### src/rtl/spi_frame_receiver_if.sv
// SPI host lines and pixel RAM write port of the SPI frame receiver.
interface spi_frame_receiver_if #(
   parameter int WORD_BITS = 16,
   parameter int ADDR_BITS = 11
);
   logic                 spi_clk;
   logic                 spi_cs_n;
   logic                 spi_mosi;
   logic                 spi_miso;
   logic [WORD_BITS-1:0] write_data;
   logic [ADDR_BITS-1:0] write_addr;
   logic                 write_en;
   logic                 write_buffer;
   logic                 frame_done;
   logic                 overrun;

   modport master (
      output spi_clk, spi_cs_n, spi_mosi,
      input  spi_miso, write_data, write_addr, write_en, write_buffer, frame_done, overrun
   );

   modport slave (
      input  spi_clk, spi_cs_n, spi_mosi,
      output spi_miso, write_data, write_addr, write_en, write_buffer, frame_done, overrun
   );
endinterface

### src/rtl/spi_frame_receiver.sv
// Oversampled SPI deserialiser feeding the dual-buffer HUB75 pixel RAM.
// Define SPI_ECHO_EN to echo the previous word on spi_miso.
//
// state   | meaning
// IDLE    | waiting for cs_n falling; counts overrun words after a flip
// RECEIVE | shifting bits in, writing each completed word
// FLIP    | one cycle: toggle write_buffer, pulse frame_done
module spi_frame_receiver #(
   parameter int WORD_BITS   = 16,
   parameter int ADDR_BITS   = 11,
   parameter int FRAME_WORDS = 2048,
   parameter int SYNC_STAGES = 2
) (
   input logic                 pixel_clk,
   input logic                 n_reset,
   spi_frame_receiver_if.slave bus
);

   localparam int BC_BITS = $clog2(WORD_BITS);
   localparam int WC_RAW  = $clog2(FRAME_WORDS + 1);
   localparam int WC_BITS = (WC_RAW > ADDR_BITS) ? WC_RAW : ADDR_BITS;
   localparam logic [BC_BITS-1:0] BIT_LAST  = BC_BITS'(WORD_BITS - 1);
   localparam logic [WC_BITS-1:0] WORD_LAST = WC_BITS'(FRAME_WORDS - 1);

   typedef enum logic [1:0] {IDLE, RECEIVE, FLIP} state_t;

   state_t state, state_nxt;

   logic [SYNC_STAGES-1:0] clk_sync_q, mosi_sync_q, cs_sync_q;
   logic                   clk_s, mosi_s, cs_s;
   logic                   clk_prev, cs_prev;
   logic                   ev_rise, ev_cs_fall, ev_cs_rise, ev_mosi;

   logic [WORD_BITS-1:0] shift_q;
   logic [BC_BITS-1:0]   bit_count;
   logic [WC_BITS-1:0]   word_count;
   logic                 word_pending, abort_pending;
   logic                 word_done;

   logic counters_clr, pend_set, abort_set, write_go, flip_go, overrun_set, overrun_clr;

   assign clk_s  = clk_sync_q[SYNC_STAGES-1];
   assign mosi_s = mosi_sync_q[SYNC_STAGES-1];
   assign cs_s   = cs_sync_q[SYNC_STAGES-1];

   always_ff @(posedge pixel_clk or negedge n_reset) begin
      if (!n_reset) begin
         clk_sync_q  <= '0;
         mosi_sync_q <= '0;
         cs_sync_q   <= '1;
      end else begin
         clk_sync_q  <= {clk_sync_q[SYNC_STAGES-2:0], bus.spi_clk};
         mosi_sync_q <= {mosi_sync_q[SYNC_STAGES-2:0], bus.spi_mosi};
         cs_sync_q   <= {cs_sync_q[SYNC_STAGES-2:0], bus.spi_cs_n};
      end
   end

   // Gating on the previous cs_n level keeps a clock edge that coincides
   // with cs_n rising, so the final word of an aborted frame still lands.
   always_ff @(posedge pixel_clk or negedge n_reset) begin
      if (!n_reset) begin
         clk_prev   <= 1'b0;
         cs_prev    <= 1'b1;
         ev_rise    <= 1'b0;
         ev_cs_fall <= 1'b0;
         ev_cs_rise <= 1'b0;
         ev_mosi    <= 1'b0;
      end else begin
         clk_prev   <= clk_s;
         cs_prev    <= cs_s;
         ev_rise    <= clk_s & ~clk_prev & ~cs_prev;
         ev_cs_fall <= ~cs_s & cs_prev;
         ev_cs_rise <= cs_s & ~cs_prev;
         ev_mosi    <= mosi_s;
      end
   end

   assign word_done = ev_rise && (bit_count == BIT_LAST);

   always_ff @(posedge pixel_clk or negedge n_reset) begin
      if (!n_reset) state <= IDLE;
      else          state <= state_nxt;
   end

   always_comb begin
      state_nxt    = state;
      counters_clr = 1'b0;
      pend_set     = 1'b0;
      abort_set    = 1'b0;
      write_go     = 1'b0;
      flip_go      = 1'b0;
      overrun_set  = 1'b0;
      overrun_clr  = 1'b0;
      case (state)
         IDLE: begin
            if (ev_cs_fall) begin
               counters_clr = 1'b1;
               overrun_clr  = 1'b1;
               state_nxt    = RECEIVE;
            end else if (word_done) begin
               overrun_set = 1'b1;
            end
         end
         RECEIVE: begin
            if (word_pending) begin
               write_go = 1'b1;
               if (word_count == WORD_LAST)          state_nxt = FLIP;
               else if (abort_pending || ev_cs_rise) state_nxt = IDLE;
            end else if (ev_cs_fall) begin
               counters_clr = 1'b1;
               overrun_clr  = 1'b1;
            end else if (word_done) begin
               pend_set  = 1'b1;
               abort_set = ev_cs_rise;
            end else if (ev_cs_rise) begin
               state_nxt = IDLE;
            end
         end
         FLIP: begin
            flip_go   = 1'b1;
            state_nxt = IDLE;
         end
         default: state_nxt = IDLE;
      endcase
   end

   always_ff @(posedge pixel_clk or negedge n_reset) begin
      if (!n_reset) begin
         shift_q       <= '0;
         bit_count     <= '0;
         word_count    <= '0;
         word_pending  <= 1'b0;
         abort_pending <= 1'b0;
         bus.write_data   <= '0;
         bus.write_addr   <= '0;
         bus.write_en     <= 1'b0;
         bus.write_buffer <= 1'b0;
         bus.frame_done   <= 1'b0;
         bus.overrun      <= 1'b0;
      end else begin
         if (ev_rise) shift_q <= {shift_q[WORD_BITS-2:0], ev_mosi};
         if (counters_clr)  bit_count <= '0;
         else if (ev_rise)  bit_count <= (bit_count == BIT_LAST) ? '0 : bit_count + 1'b1;
         if (counters_clr)  word_count <= '0;
         else if (write_go) word_count <= word_count + 1'b1;
         word_pending  <= pend_set;
         abort_pending <= abort_set;
         bus.write_en  <= write_go;
         if (write_go) begin
            bus.write_data <= shift_q;
            bus.write_addr <= word_count[ADDR_BITS-1:0];
         end
         bus.frame_done <= flip_go;
         if (flip_go) bus.write_buffer <= ~bus.write_buffer;
         if (overrun_clr)      bus.overrun <= 1'b0;
         else if (overrun_set) bus.overrun <= 1'b1;
      end
   end

`ifdef SPI_ECHO_EN
   logic                 ev_fall;
   logic [WORD_BITS-1:0] echo_q;

   always_ff @(posedge pixel_clk or negedge n_reset) begin
      if (!n_reset) ev_fall <= 1'b0;
      else          ev_fall <= ~clk_s & clk_prev & ~cs_prev;
   end

   // bit_count of zero on a falling edge means a word just completed.
   always_ff @(posedge pixel_clk or negedge n_reset) begin
      if (!n_reset)        echo_q <= '0;
      else if (ev_cs_fall) echo_q <= '0;
      else if (ev_fall)    echo_q <= (bit_count == '0) ? shift_q : {echo_q[WORD_BITS-2:0], 1'b0};
   end

   assign bus.spi_miso = echo_q[WORD_BITS-1] & ~cs_s;
`else
   assign bus.spi_miso = 1'b0;
`endif

endmodule

### src/flat_wrapper.sv
// flat-port wrapper written by rule: the top's interface ports become plain ports
module spi_frame_receiver_flat 
#(
   parameter int WORD_BITS   = 16,
   parameter int ADDR_BITS   = 11,
   parameter int FRAME_WORDS = 2048,
   parameter int SYNC_STAGES = 2
)
  (pixel_clk, n_reset, bus_spi_clk, bus_spi_cs_n, bus_spi_mosi, bus_spi_miso, bus_write_data, bus_write_addr, bus_write_en, bus_write_buffer, bus_frame_done, bus_overrun);
  spi_frame_receiver_if #(.WORD_BITS(WORD_BITS), .ADDR_BITS(ADDR_BITS)) bus_i ();
  input logic pixel_clk;
  input logic n_reset;
  input wire logic [$bits(bus_i.spi_clk)-1:0] bus_spi_clk;
  input wire logic [$bits(bus_i.spi_cs_n)-1:0] bus_spi_cs_n;
  input wire logic [$bits(bus_i.spi_mosi)-1:0] bus_spi_mosi;
  output wire logic [$bits(bus_i.spi_miso)-1:0] bus_spi_miso;
  output wire logic [$bits(bus_i.write_data)-1:0] bus_write_data;
  output wire logic [$bits(bus_i.write_addr)-1:0] bus_write_addr;
  output wire logic [$bits(bus_i.write_en)-1:0] bus_write_en;
  output wire logic [$bits(bus_i.write_buffer)-1:0] bus_write_buffer;
  output wire logic [$bits(bus_i.frame_done)-1:0] bus_frame_done;
  output wire logic [$bits(bus_i.overrun)-1:0] bus_overrun;
  assign bus_i.spi_clk = bus_spi_clk;
  assign bus_i.spi_cs_n = bus_spi_cs_n;
  assign bus_i.spi_mosi = bus_spi_mosi;
  assign bus_spi_miso = bus_i.spi_miso;
  assign bus_write_data = bus_i.write_data;
  assign bus_write_addr = bus_i.write_addr;
  assign bus_write_en = bus_i.write_en;
  assign bus_write_buffer = bus_i.write_buffer;
  assign bus_frame_done = bus_i.frame_done;
  assign bus_overrun = bus_i.overrun;
  spi_frame_receiver #(.WORD_BITS(WORD_BITS), .ADDR_BITS(ADDR_BITS), .FRAME_WORDS(FRAME_WORDS), .SYNC_STAGES(SYNC_STAGES)) u_core (.pixel_clk(pixel_clk), .n_reset(n_reset), .bus(bus_i));
endmodule
### config.mk
export PLATFORM = sky130hd
export DESIGN_NAME = spi_frame_receiver_flat
export DESIGN_NICKNAME = d
export VERILOG_FILES = /design/src/rtl/spi_frame_receiver_if.sv /design/src/rtl/spi_frame_receiver.sv /design/src/flat_wrapper.sv
export SDC_FILE = /design/constraint.sdc
export NUM_CORES = 1
export LEC_CHECK = 0
export BUFFER_PORTS_ARGS = -buffer_cell sky130_fd_sc_hd__buf_2
export CELL_PAD_IN_SITES_DETAIL_PLACEMENT = 1
export CELL_PAD_IN_SITES_GLOBAL_PLACEMENT = 1
export CORE_ASPECT_RATIO = 0.75
export CORE_MARGIN = 2
export CORE_UTILIZATION = 30
export DETAILED_ROUTE_END_ITERATION = 10
export GPL_ROUTABILITY_DRIVEN = 0
export PLACE_DENSITY_LB_ADDON = 0.1
export SLEW_MARGIN = 40
export SYNTH_ARGS = -nofsm -noshare
export SYNTH_HDL_FRONTEND = slang
export SYNTH_SLANG_ARGS = --single-unit
### constraint.sdc
create_clock -name pixel_clk -period 2.25 [get_ports pixel_clk]
set_input_delay 0.1125 -clock pixel_clk [delete_from_list [all_inputs] [get_ports pixel_clk]]
set_output_delay 0.1125 -clock pixel_clk [all_outputs]
set_load 0.05 [all_outputs]
# ---- Word level (Yosys, flattened, before mapping)
# Cells that the tools add are included.
dict set report totals {
  regBits 79
  inputBits 5
  elab_cells 77
}
dict set report op_classes {
  addsub 2
  eq_ne 9
  muxes 30
  bitwise_logic 8
  n_reduce_logical 7
}
# cell n
set op_table {}
lappend op_table {{12-bit two-way mux} 2}
lappend op_table {{1-bit two-way mux} 16}
lappend op_table {{2-bit two-way mux} 7}
lappend op_table {{12-bit by 1-bit adder with 12-bit output (second input constant)} 1}
lappend op_table {{12-bit by 11-bit equality test with 1-bit output (second input constant)} 1}
lappend op_table {{4-bit two-way mux} 3}
lappend op_table {{2-bit nonzero test} 3}
lappend op_table {{5-bit AND reduction} 1}
lappend op_table {{4-bit by 1-bit adder with 4-bit output (second input constant)} 1}
lappend op_table {{1-bit bitwise AND} 4}
lappend op_table {{4-bit equality test (second input constant)} 1}
lappend op_table {{4-bit != test (second input constant)} 1}
lappend op_table {{1-bit NOT} 4}
lappend op_table {{2-bit one-hot mux with 2 select lines} 1}
lappend op_table {{3-bit by 1-bit != test with 1-bit output (second input constant)} 1}
lappend op_table {{3-bit by 2-bit != test with 1-bit output (second input constant)} 1}
lappend op_table {{3-bit != test (second input constant)} 1}
lappend op_table {{2-bit by 1-bit equality test with 1-bit output (second input constant)} 1}
lappend op_table {{2-bit equality test (second input constant)} 1}
lappend op_table {{2-bit zero test} 1}
lappend op_table {{2-bit by 1-bit != test with 1-bit output (second input constant)} 1}
lappend op_table {{1-bit one-hot mux with 2 select lines} 1}
lappend op_table {{1-bit logical AND} 1}
lappend op_table {{1-bit logical OR} 1}

# ---- Depth between registers and ports, before layout
# Gate-level depths: netlist (run 1).
dict set report depth {
  ltp_word 7
  mapped_depth 6
  mapped_depth_nobuf 4
}

# ---- Least setup slack after synthesis (run 1)
# No wires, ideal clock.
dict set report synth_timing {
  path_type {register to register}
  startpoint {register u_core.word_count[0]}
  endpoint {register u_core.state[0]}
  setup_time_ps 126
  arrival_ps 1465
  required_ps 2124
  path_slack_ps 659
  path_stages_with_launch 5
  synth_period_minus_slack_ps 1591
  path_cell_list {dfrtp_1 -> ha_1 -> nand3_4 -> or4_1 -> a221o_1}
}
dict set report synth_via {
  elab_chain_len 4
  elab_cells_between_ends 6
}
# item line
set synth_rtl {}
lappend synth_rtl {{start, declared} spi_frame_receiver.sv:36} ;# logic [WC_BITS-1:0] word_count;
lappend synth_rtl {{start signal, assigned} spi_frame_receiver.sv:145} ;# else if (write_go) word_count <= word_count + 1'b1;
lappend synth_rtl {{12-bit by 11-bit equality test with 1-bit output *} spi_frame_receiver.sv:107} ;# if (word_count == WORD_LAST) state_nxt = FLIP;
lappend synth_rtl {{2-bit two-way mux} spi_frame_receiver.sv:107}
lappend synth_rtl {{2-bit two-way mux} spi_frame_receiver.sv:105} ;# if (word_pending) begin
lappend synth_rtl {{2-bit one-hot mux with 2 select lines} spi_frame_receiver.sv:94} ;# case (state)
lappend synth_rtl {{end signal, assigned} spi_frame_receiver.sv:82} ;# else state <= state_nxt;
lappend synth_rtl {{end, declared} spi_frame_receiver.sv:27} ;# state_t state, state_nxt;
# Mark *: on every way between the ends. The rest lies on a longest branch, timed or not.
# A chain may end at the register's enable or synchronous reset.

# ---- Worst setup path after layout (run 1)
dict set report layout_timing {
  startpoint {register u_core.state[1]}
  endpoint {register u_core.word_count[11]}
}
dict set report layout_via {
  elab_chain_len 3
  elab_cells_between_ends 6
}
# item line
set layout_rtl {}
lappend layout_rtl {{2-bit by 1-bit equality test with 1-bit output or 2-bit zero test (tied branches)} spi_frame_receiver.sv:94}
lappend layout_rtl {{1-bit one-hot mux with 2 select lines or 1-bit two-way mux (tied branches)} spi_frame_receiver.sv:94}
lappend layout_rtl {{12-bit two-way mux or 2-bit nonzero test (tied branches)} -}
# Parallel ways exist; a longest one is shown, timed or not.

==> results of run 1 <==
-- worst paths after layout --
check / from / to / slack [ps]
worst min-delay path: n_reset / u_core.mosi_sync_q[1] / 260
worst max register to register: u_core.state[1] / u_core.word_count[11] / 500
max in group asynchronous: n_reset / u_core.word_count[5] / 1370
min in group pixel_clk: u_core.mosi_sync_q[0] / u_core.mosi_sync_q[1] / 350
worst min register to register: u_core.mosi_sync_q[0] / u_core.mosi_sync_q[1] / 350
worst max-delay path: u_core.state[1] / u_core.word_count[11] / 500
-- power groups by stage --
stage / combinational, mW / sequential, mW / clock, mW
after floorplan: 0.114 / 1.58 / 0
after global placement: 0.150 / 1.61 / 0
after detailed placement: 0.154 / 1.62 / 0
after CTS: 0.162 / 1.59 / 1.31
after global routing: 0.177 / 1.61 / 1.36
final: 0.155 / 1.59 / 1.25
-- placed cells by master (no fill, tap or decap), drive strengths merged, types with 3 or more instances in the layout --
cell type / synthesis / layout
o21bai: 3 / 3
dlygate4sd3: 0 / 4
dfrtp: 76 / 76
dfstp: 3 / 3
nand3: 5 / 5
nand4: 4 / 4
nand2: 7 / 7
nor2b: 3 / 3
xor2: 4 / 4
mux2: 42 / 42
a21oi: 8 / 8
nand3b: 4 / 4
clkbuf: 2 / 12
nor4: 5 / 5
o21ai: 6 / 6
nor2: 8 / 8
nand2b: 3 / 3
or4: 3 / 3
nor3: 3 / 3
mux2i: 5 / 5
buf: 9 / 41
-- cell type report --
| cell class | instances | area (sq um) | share of cell area, % |
|---|---|---|---|
| repair buffers | 45 | 275.3 | 7.278 |
| clock buffers | 12 | 236.5 | 6.252 |
| flip-flops and latches | 79 | 1981 | 52.37 |
| well taps | 136 | 170.2 | 4.499 |
| clock inverters | 2 | 10.01 | 0.2646 |
| inverters | 2 | 7.507 | 0.1985 |
| multi-input cells | 135 | 1102 | 29.14 |
-- cell families after synthesis --
group,after synthesis
AO/OA/AOI/OAI,24
XOR/XNOR,4
adder cells (fa/ha/maj),2
buffers and inverters,13
flip-flops,79
multiplexers,47
other,1
AND/OR/NAND/NOR,57
-- registers in the layout, indices dropped and copies added (netlist names), 2 cells and up --
name and flops:
u_core.bus.write_addr 11, u_core.cs_sync_q 2, u_core.state 2, u_core.bus.write_data 16, u_core.word_count 12, u_core.mosi_sync_q 2
u_core.bit_count 4, u_core.shift_q 16, u_core.clk_sync_q 2
-- metal layers --
metal  up-vias  GRT usage (%)  wire length [microns]
li1        911              -                      -
met1       975          16.01                   3100
met2        28          19.83                   2861
met3         7          4.865                    253
met4         0          4.310                     91
met5         -              0                      0
-- worst max-delay path, stage by stage (launching register included) --
cell	delay [ps]
dfrtp_1	460
nand4b_1	410
nor4_1	580
mux2i_1	230
-- through the flow --
step	hold slack [ps]	cell area (sq um)	total power, mW
after floorplan	-183.1	3143	1.692
after global placement	69.73	3496	1.763
after detailed placement	69.15	3496	1.770
after CTS	279.2	3782	3.059
after global routing	292.9	3782	3.147
final	260.7	3782	2.997
==> flow_summary.yaml, run 1 <==
run_status:
  outcome: "completed"
drt:
  drt-total-wl_mm: 6.306
  drt-initial-drc-count: 72
  routedWlPerCell_microns: 15.34
  vias_per_cell: 4.674
  firstDrtPassIters: 3
  vias: 1921
  drc_errors: 0
  drtAntennaViolNets: 0
clock_network:
  clock_sinks: 79
  cts.repair.resized: 0
  insertion_delay_ps: 330
  ctsHtreeMaxLevel: 3
  cts_buffer_depth: 2
  path_clk_slew_ps: 60
  cts_root_buf: "clkbuf_16"
  cts_hold_buf: 4
  cts_buffers: 9
  postCtsSetupRepairBufs: 0
  cts_tree: "built"
grt:
  grt_max_degree: 34
  antenna_found_initial: 0
  grt_pass1_wl_mm: 10.84
  track_usage_pct: 12.65
  grt_pass1_vias: 2115
  globalRouteOverflowTotal: 0
finish:
  fin_nets: 279
  utilization_pct: 36.90
  fill_cells: 1095
  syn_to_final_growth_pct: 20.34
  drive_gt1_share_pct: 37.09
  antenna_cells: 0
  stdcell_count: 411
timing:
  fin_tns_setup_ps: 0
  worst_pin_slew_ps: 505.2
  skew_ps: 4.875
  rsz0062_at_grt: "no"
  hold_viol: 0
  period_minus_slack_ps: 1755
  max_freq_mhz: 569.9
  period_share_pct: 77.99
  slew_headroom_pct: 66.01
  worst_slack_ps: 495.2
  finalSetupViolCount: 0
  maxSlewViolCount: 0
placed_design:
  io_buffers: 35
  dp_slack_ps: 496.3
  hpwlAfterDp_mm: 4.246
  placed_cells: 393
power:
  p_int_mw: 2.331
  power_frac_clock_pct: 41.8
  power.switching_uw: 666.5
  pwr-share-comb_pct: 5.2
  seq_power_share_pct: 53.0
  swShare_pct: 22.24
  ir_worst_vdd_mv: 0.4102
  p_leak_nw: 1.835
  p_per_area_nw_per_um2: 792.4
synth:
  syn_area_per_cell_sq_um: 13.85
  synth_common_cells: "dfrtp_1, mux2_2, a21oi_1, nor2_1, nand2_1"
  netlist.area_leader.share_pct: 60.51
  ys_seq_area_share_pct: 63.02
  ys_warn_count: 0
  synth-simple-area-share_pct: 11.54
  synth_compound_area_share_pct: 4.857
  synthesis.area_sq_um: 3143
  ys_async_sr_fraction_pct: 100.0
  synthTopCellsByArea: "dfrtp_1, mux2_2, dfstp_2"
  synth_xor_area_share_pct: 1.115
  synth_top_area_cell: "dfrtp_1"
  synth.distinct_cells: 39
  syn_nets: 234
  synth_top_flop_cell: "dfrtp_1"
  syn-instance-count: 227
  muxShareOfSynthArea_pct: 16.64
  synth_edf_count: 0
  synthAdderAreaFrac_pct: 0.7962
  yosysMostFrequentCell: "dfrtp_1"
  synth_top_family_by_area: "multiplexers"
  synth-seq-cells: 79
worst_hold_path:
  hold_path_class: "input port to async pin"
floorplanning:
  die_h_microns: 92.65
  io_pins: 37
  rows: 32
  die_area_sq_um: 11320
  dieWidth_microns: 122.2
  initial_core_util_pct: 30.66
  core_sq_um: 10250
setup_path:
  crit_type: "flop to flop"
  worst_setup_path_start_kind: "flop"
  worstPathRequired_ps: 2500
  crit_fanout: 9
  reg2reg_depth: 3
  crit_path_end_kind: "flop"
  worstPathArrival_ps: 2010
run:
  drv_cap: 0
Note: power is estimated with default switching activity, not from simulation.
==> run 2: changes to the inputs <==
- clock period: 2.25 -> 1.7 ns (I/O delays scaled with it)
==> flow_summary.yaml, run 2 (synthesized netlist as in run 1, its figures left out) <==
clock_network:
  cts_root_buf: "clkbuf_16"
  clock_sinks: 79
  insertion_delay_ps: 330
  path_clk_slew_ps: 60
  postCtsSetupRepairBufs: 0
  cts_tree: "built"
  cts_buffers: 9
  ctsHtreeMaxLevel: 3
  cts_buffer_depth: 2
grt:
  gr-max-usage-layer: "met2"
  track_usage_pct: 13.17
  globalRouteOverflowTotal: 0
  grt_pass1_wl_mm: 11.21
  grt_use_met1_pct: 17.33
  grt_pass1_vias: 2176
  use_met2_pct: 19.69
  gr-usage-met3_pct: 4.310
  grt_max_degree: 37
  antenna_found_initial: 0
drt:
  drtAntennaViolNets: 0
  drt-initial-drc-count: 59
  firstDrtPassIters: 4
  drt-total-wl_mm: 6.521
  routedWlPerCell_microns: 15.06
  vias_per_cell: 4.610
  vias: 1996
  drc_errors: 0
floorplanning:
  dieWidth_microns: 122.2
  initial_core_util_pct: 30.66
  die_h_microns: 92.65
  io_pins: 37
  die_area_sq_um: 11320
  rows: 32
  core_sq_um: 10250
setup_path:
  path_buf_inv: 0
  worstPathArrival_ps: 1830
  crit_type: "flop to flop"
  worst_setup_path_start_kind: "flop"
  path_delay_family: "simple AND/OR/NAND/NOR gates"
  worstPathRequired_ps: 1920
  crit_path_end_kind: "flop"
  cp_slowest_cell: "or4_1"
  max_stage_delay_ps: 490
  crit_chain: "ha_1 > nand3_4 > or4_1 > a221o_1"
  crit_fanout: 3
finish:
  fin_nets: 299
  antenna_cells: 0
  drive_gt1_share_pct: 42.42
  top_regs: "u_core.bus.write_data: 16 flops, u_core.shift_q: 16 flops, u_core.word_count: 12 flops"
  layout_commonest_cell: "dfrtp_1"
  syn_to_final_growth_pct: 27.99
  most-common-layout-cells: "dfrtp_1, mux2_2, buf_2"
timing:
  maxSlewViolCount: 0
  worst_slack_ps: 84.83
  hold_viol: 0
  max_freq_mhz: 619.1
  fin_tns_setup_ps: 0
  skew_ps: 3.678
  finalSetupViolCount: 0
  rsz0062_at_grt: "no"
  period_minus_slack_ps: 1615
  period_share_pct: 95.01
power:
  seq_power_share_pct: 47.7
  power.switching_uw: 934.3
  power_frac_clock_pct: 47.2
  swShare_pct: 21.30
  p_int_mw: 3.452
  p_leak_nw: 1.977
  p_per_area_nw_per_um2: 1090
  pwr-share-comb_pct: 5.2
  ir_worst_vdd_mv: 0.5258
placed_design:
  io_buffers: 35
  hpwlAfterDp_mm: 4.301
  dp_slack_ps: 87.50
worst_hold_path:
  hold_path_class: "input port to async pin"
run:
  drv_cap: 0
run_status:
  outcome: "completed"
run 2: changes by cell type in the layout (fill, tap and decap cells not counted), sizes merged:
cell / delta
buf: +20
bufinv: +2
clkbuf: -1
clkinvlp: +1
run 2: cell type report:
type / instances / area, sq um
clock buffers: 11 / 242.7
repair buffers: 65 / 437.9
multi-input cells: 135 / 1102
flip-flops and latches: 79 / 1981
fillers: 1110 / 6227
well taps: 136 / 170.2
clock inverters: 5 / 81.33
inverters: 2 / 7.507
run 2: what timing repair did:
action	in CTS	in global routing
gates resized for setup	0	0
endpoints found under the hold margin	27	0
hold buffers	4	0
run 2: metal layers:
layer	share of wire, %	vias to the layer above
met1	49	1007
met2	45	32
met5	0	-
li1	-	947
met4	1.7	0
met3	4.1	10
run 2: power by group through the flow:
stage,logic (mW),registers [mW],clock network [mW]
4_1_cts,0.235,2.09,2.16
6_report,0.227,2.09,2.07
3_5_place_dp,0.225,2.13,0
5_1_grt,0.258,2.11,2.23
2_1_floorplan,0.151,2.09,0
3_3_place_gp,0.222,2.12,0
run 2: final timing paths:
| kind | start | endpoint | slack, ps | depth (start not counted) |
|---|---|---|---|---|
| max | u_core.word_count[0] | u_core.state[0] | 80 | 4 |
| min | n_reset | u_core.bus.write_data[0] | 230 | 2 |
| max reg2reg | u_core.word_count[0] | u_core.state[0] | 80 | 4 |
| min reg2reg | u_core.mosi_sync_q[1] | u_core.ev_mosi | 350 | 0 |
| max in group asynchronous | n_reset | u_core.bus.write_addr[4] | 910 | 3 |
| min in group pixel_clk | u_core.mosi_sync_q[1] | u_core.ev_mosi | 350 | 0 |
run 2: through the flow:
step	util (%)	cell area (sq um)	power (mW)	std cells	hold slack [ps]
after floorplan	-	3143	2.239	227	-210.6
after global placement	35.69	3659	2.347	413	54.88
after detailed placement	35.69	3659	2.352	413	57.60
after CTS	39.25	4023	4.486	433	247.2
after global routing	39.25	4023	4.596	433	272.3
final	39.25	4023	4.387	433	228.9
==> run 3: changes to the inputs <==
- CELL_PAD_IN_SITES_DETAIL_PLACEMENT: 1 -> default
- CELL_PAD_IN_SITES_GLOBAL_PLACEMENT: 1 -> default
==> flow_summary.yaml, run 3 (synthesized netlist as in run 1, its figures left out) <==
clock_network:
  cts_buffers: 9
  cts_tree: "built"
  clock_sinks: 79
  ctsHtreeMaxLevel: 3
  path_clk_slew_ps: 60
  cts_buffer_depth: 2
  cts_root_buf: "clkbuf_16"
  cts.repair.resized: 0
  insertion_delay_ps: 340
floorplanning:
  dieWidth_microns: 122.2
  rows: 32
  die_area_sq_um: 11320
  die_h_microns: 92.65
  io_pins: 37
  core_sq_um: 10250
  initial_core_util_pct: 30.66
setup_path:
  r2r-end: "u_core.state[0]"
  worstReg2RegStart: "u_core.word_count[1]"
  crit_fanout: 3
  crit_chain: "ha_1 > nand3_4 > or4_1 > a221o_1"
  cp_slowest_cell: "or4_1"
  crit_path_end_kind: "flop"
  worst_setup_path_start_kind: "flop"
  rrSetupSlack_ps: 110
  crit_type: "flop to flop"
  worstPathArrival_ps: 1820
  worstPathRequired_ps: 1920
  max_stage_delay_ps: 480
  reg2reg_depth: 4
timing:
  skew_ps: 6.583
  rsz0062_at_grt: "no"
  max_freq_mhz: 627.6
  fin_tns_setup_ps: 0
  period_share_pct: 93.73
  hold_viol: 0
  maxSlewViolCount: 0
  period_minus_slack_ps: 1593
  finalSetupViolCount: 0
run_status:
  outcome: "completed"
finish:
  utilization_pct: 39.25
  top_regs: "u_core.bus.write_data: 16 flops, u_core.shift_q: 16 flops, u_core.word_count: 12 flops"
  drive_gt1_share_pct: 42.18
  fin_nets: 296
  syn_to_final_growth_pct: 27.99
  layout_commonest_cell: "dfrtp_1"
  stdcell_count: 430
  fill_cells: 1023
  antenna_cells: 0
  most-common-layout-cells: "dfrtp_1, mux2_2, buf_2"
placed_design:
  placed_cells: 409
  io_buffers: 35
  hpwlAfterDp_mm: 3.984
power:
  p_leak_nw: 1.976
  p_per_area_nw_per_um2: 1129
  ir_worst_vdd_mv: 0.4531
grt:
  grt_pass1_vias: 2014
  track_usage_pct: 12.21
  antenna_found_initial: 0
  grt_max_degree: 36
  globalRouteOverflowTotal: 0
  grt_pass1_wl_mm: 10.39
drt:
  drc_errors: 0
  drt-total-wl_mm: 6.031
  drtAntennaViolNets: 0
  vias: 1953
  drt-initial-drc-count: 75
  firstDrtPassIters: 4
  routedWlPerCell_microns: 14.03
  vias_per_cell: 4.542
worst_hold_path:
  hold_path_class: "input port to async pin"
run:
  drv_cap: 0
==> run 3: changes by cell type in the layout (fill, tap and decap cells not counted) <==
| cell | before | now |
|---|---|---|
| clkinv_2 | 1 | 2 |
| bufinv_16 | 2 | 3 |
| clkbuf_1 | 1 | 0 |
| buf_4 | 25 | 22 |
| clkinv_4 | 1 | 0 |
==> run 3: repair_timing <==
item	in CTS	in global routing
hold buffers	4	0
buffers inserted	0	1
setup endpoints to repair	0	2
hold endpoints to repair	36	0
==> run 3: worst max-delay path by stage <==
stage / startpoint / endpoint / slack, ps / cells after the start
floorplan: u_core.word_count[0] / u_core.state[0] / 110 / 4
global placement: u_core.word_count[2] / u_core.word_count[9] / 120 / 4
detailed placement: u_core.word_count[1] / u_core.state[0] / 100 / 4
CTS: u_core.word_count[1] / u_core.state[0] / 100 / 4
global route: u_core.state[1] / u_core.word_count[10] / 2 / 4
finish: u_core.word_count[1] / u_core.state[0] / 110 / 4
==> run 3: metrics by stage <==
step                worst slack [ps]  total power [mW]  hold slack [ps]  cell area [sq um]
finish                         106.6             4.540            249.7               4023
global route                   2.412             4.740            282.1               4023
CTS                            95.32             4.625            261.6               4015
detailed placement             104.7             2.351            73.79               3628
global placement               119.6             2.344            73.05               3628
floorplan                      108.7             2.239           -210.6               3143
==> run 3: critical path, delay by kind of cell (launching register included) <==
family	cells	cell delay, ps
AND/OR/NAND/NOR	2	570
AO/OA/AOI/OAI	1	330
flip-flops	1	350
adder cells (fa/ha/maj)	1	230
==> run 3: routing by layer <==
metal  routed length [microns]  global-route usage (%)  vias up
li1                          -                       -      946
met3                       271                   4.926        8
met2                      2578                   17.23       29
met1                      3082                   16.63      970
met4                        99                   4.885        0
met5                         0                       0        -
==> run 3: layout make-up <==
type                    instances  area (sq um)  share of cell area (%)
flip-flops and latches         79          1981                   49.24
clock buffers                  10         239.0                   5.941
repair buffers                 62         415.4                   10.33
inverters                       2         7.507                  0.1866
multi-input cells             135          1102                   27.40
well taps                     136         170.2                   4.230
clock inverters                 6         107.6                   2.675
==> run 3: power breakdown <==
group          internal [mW]  switching [mW]
combinational          0.122           0.107
sequential              2.00          0.0836
clock                   1.47           0.756
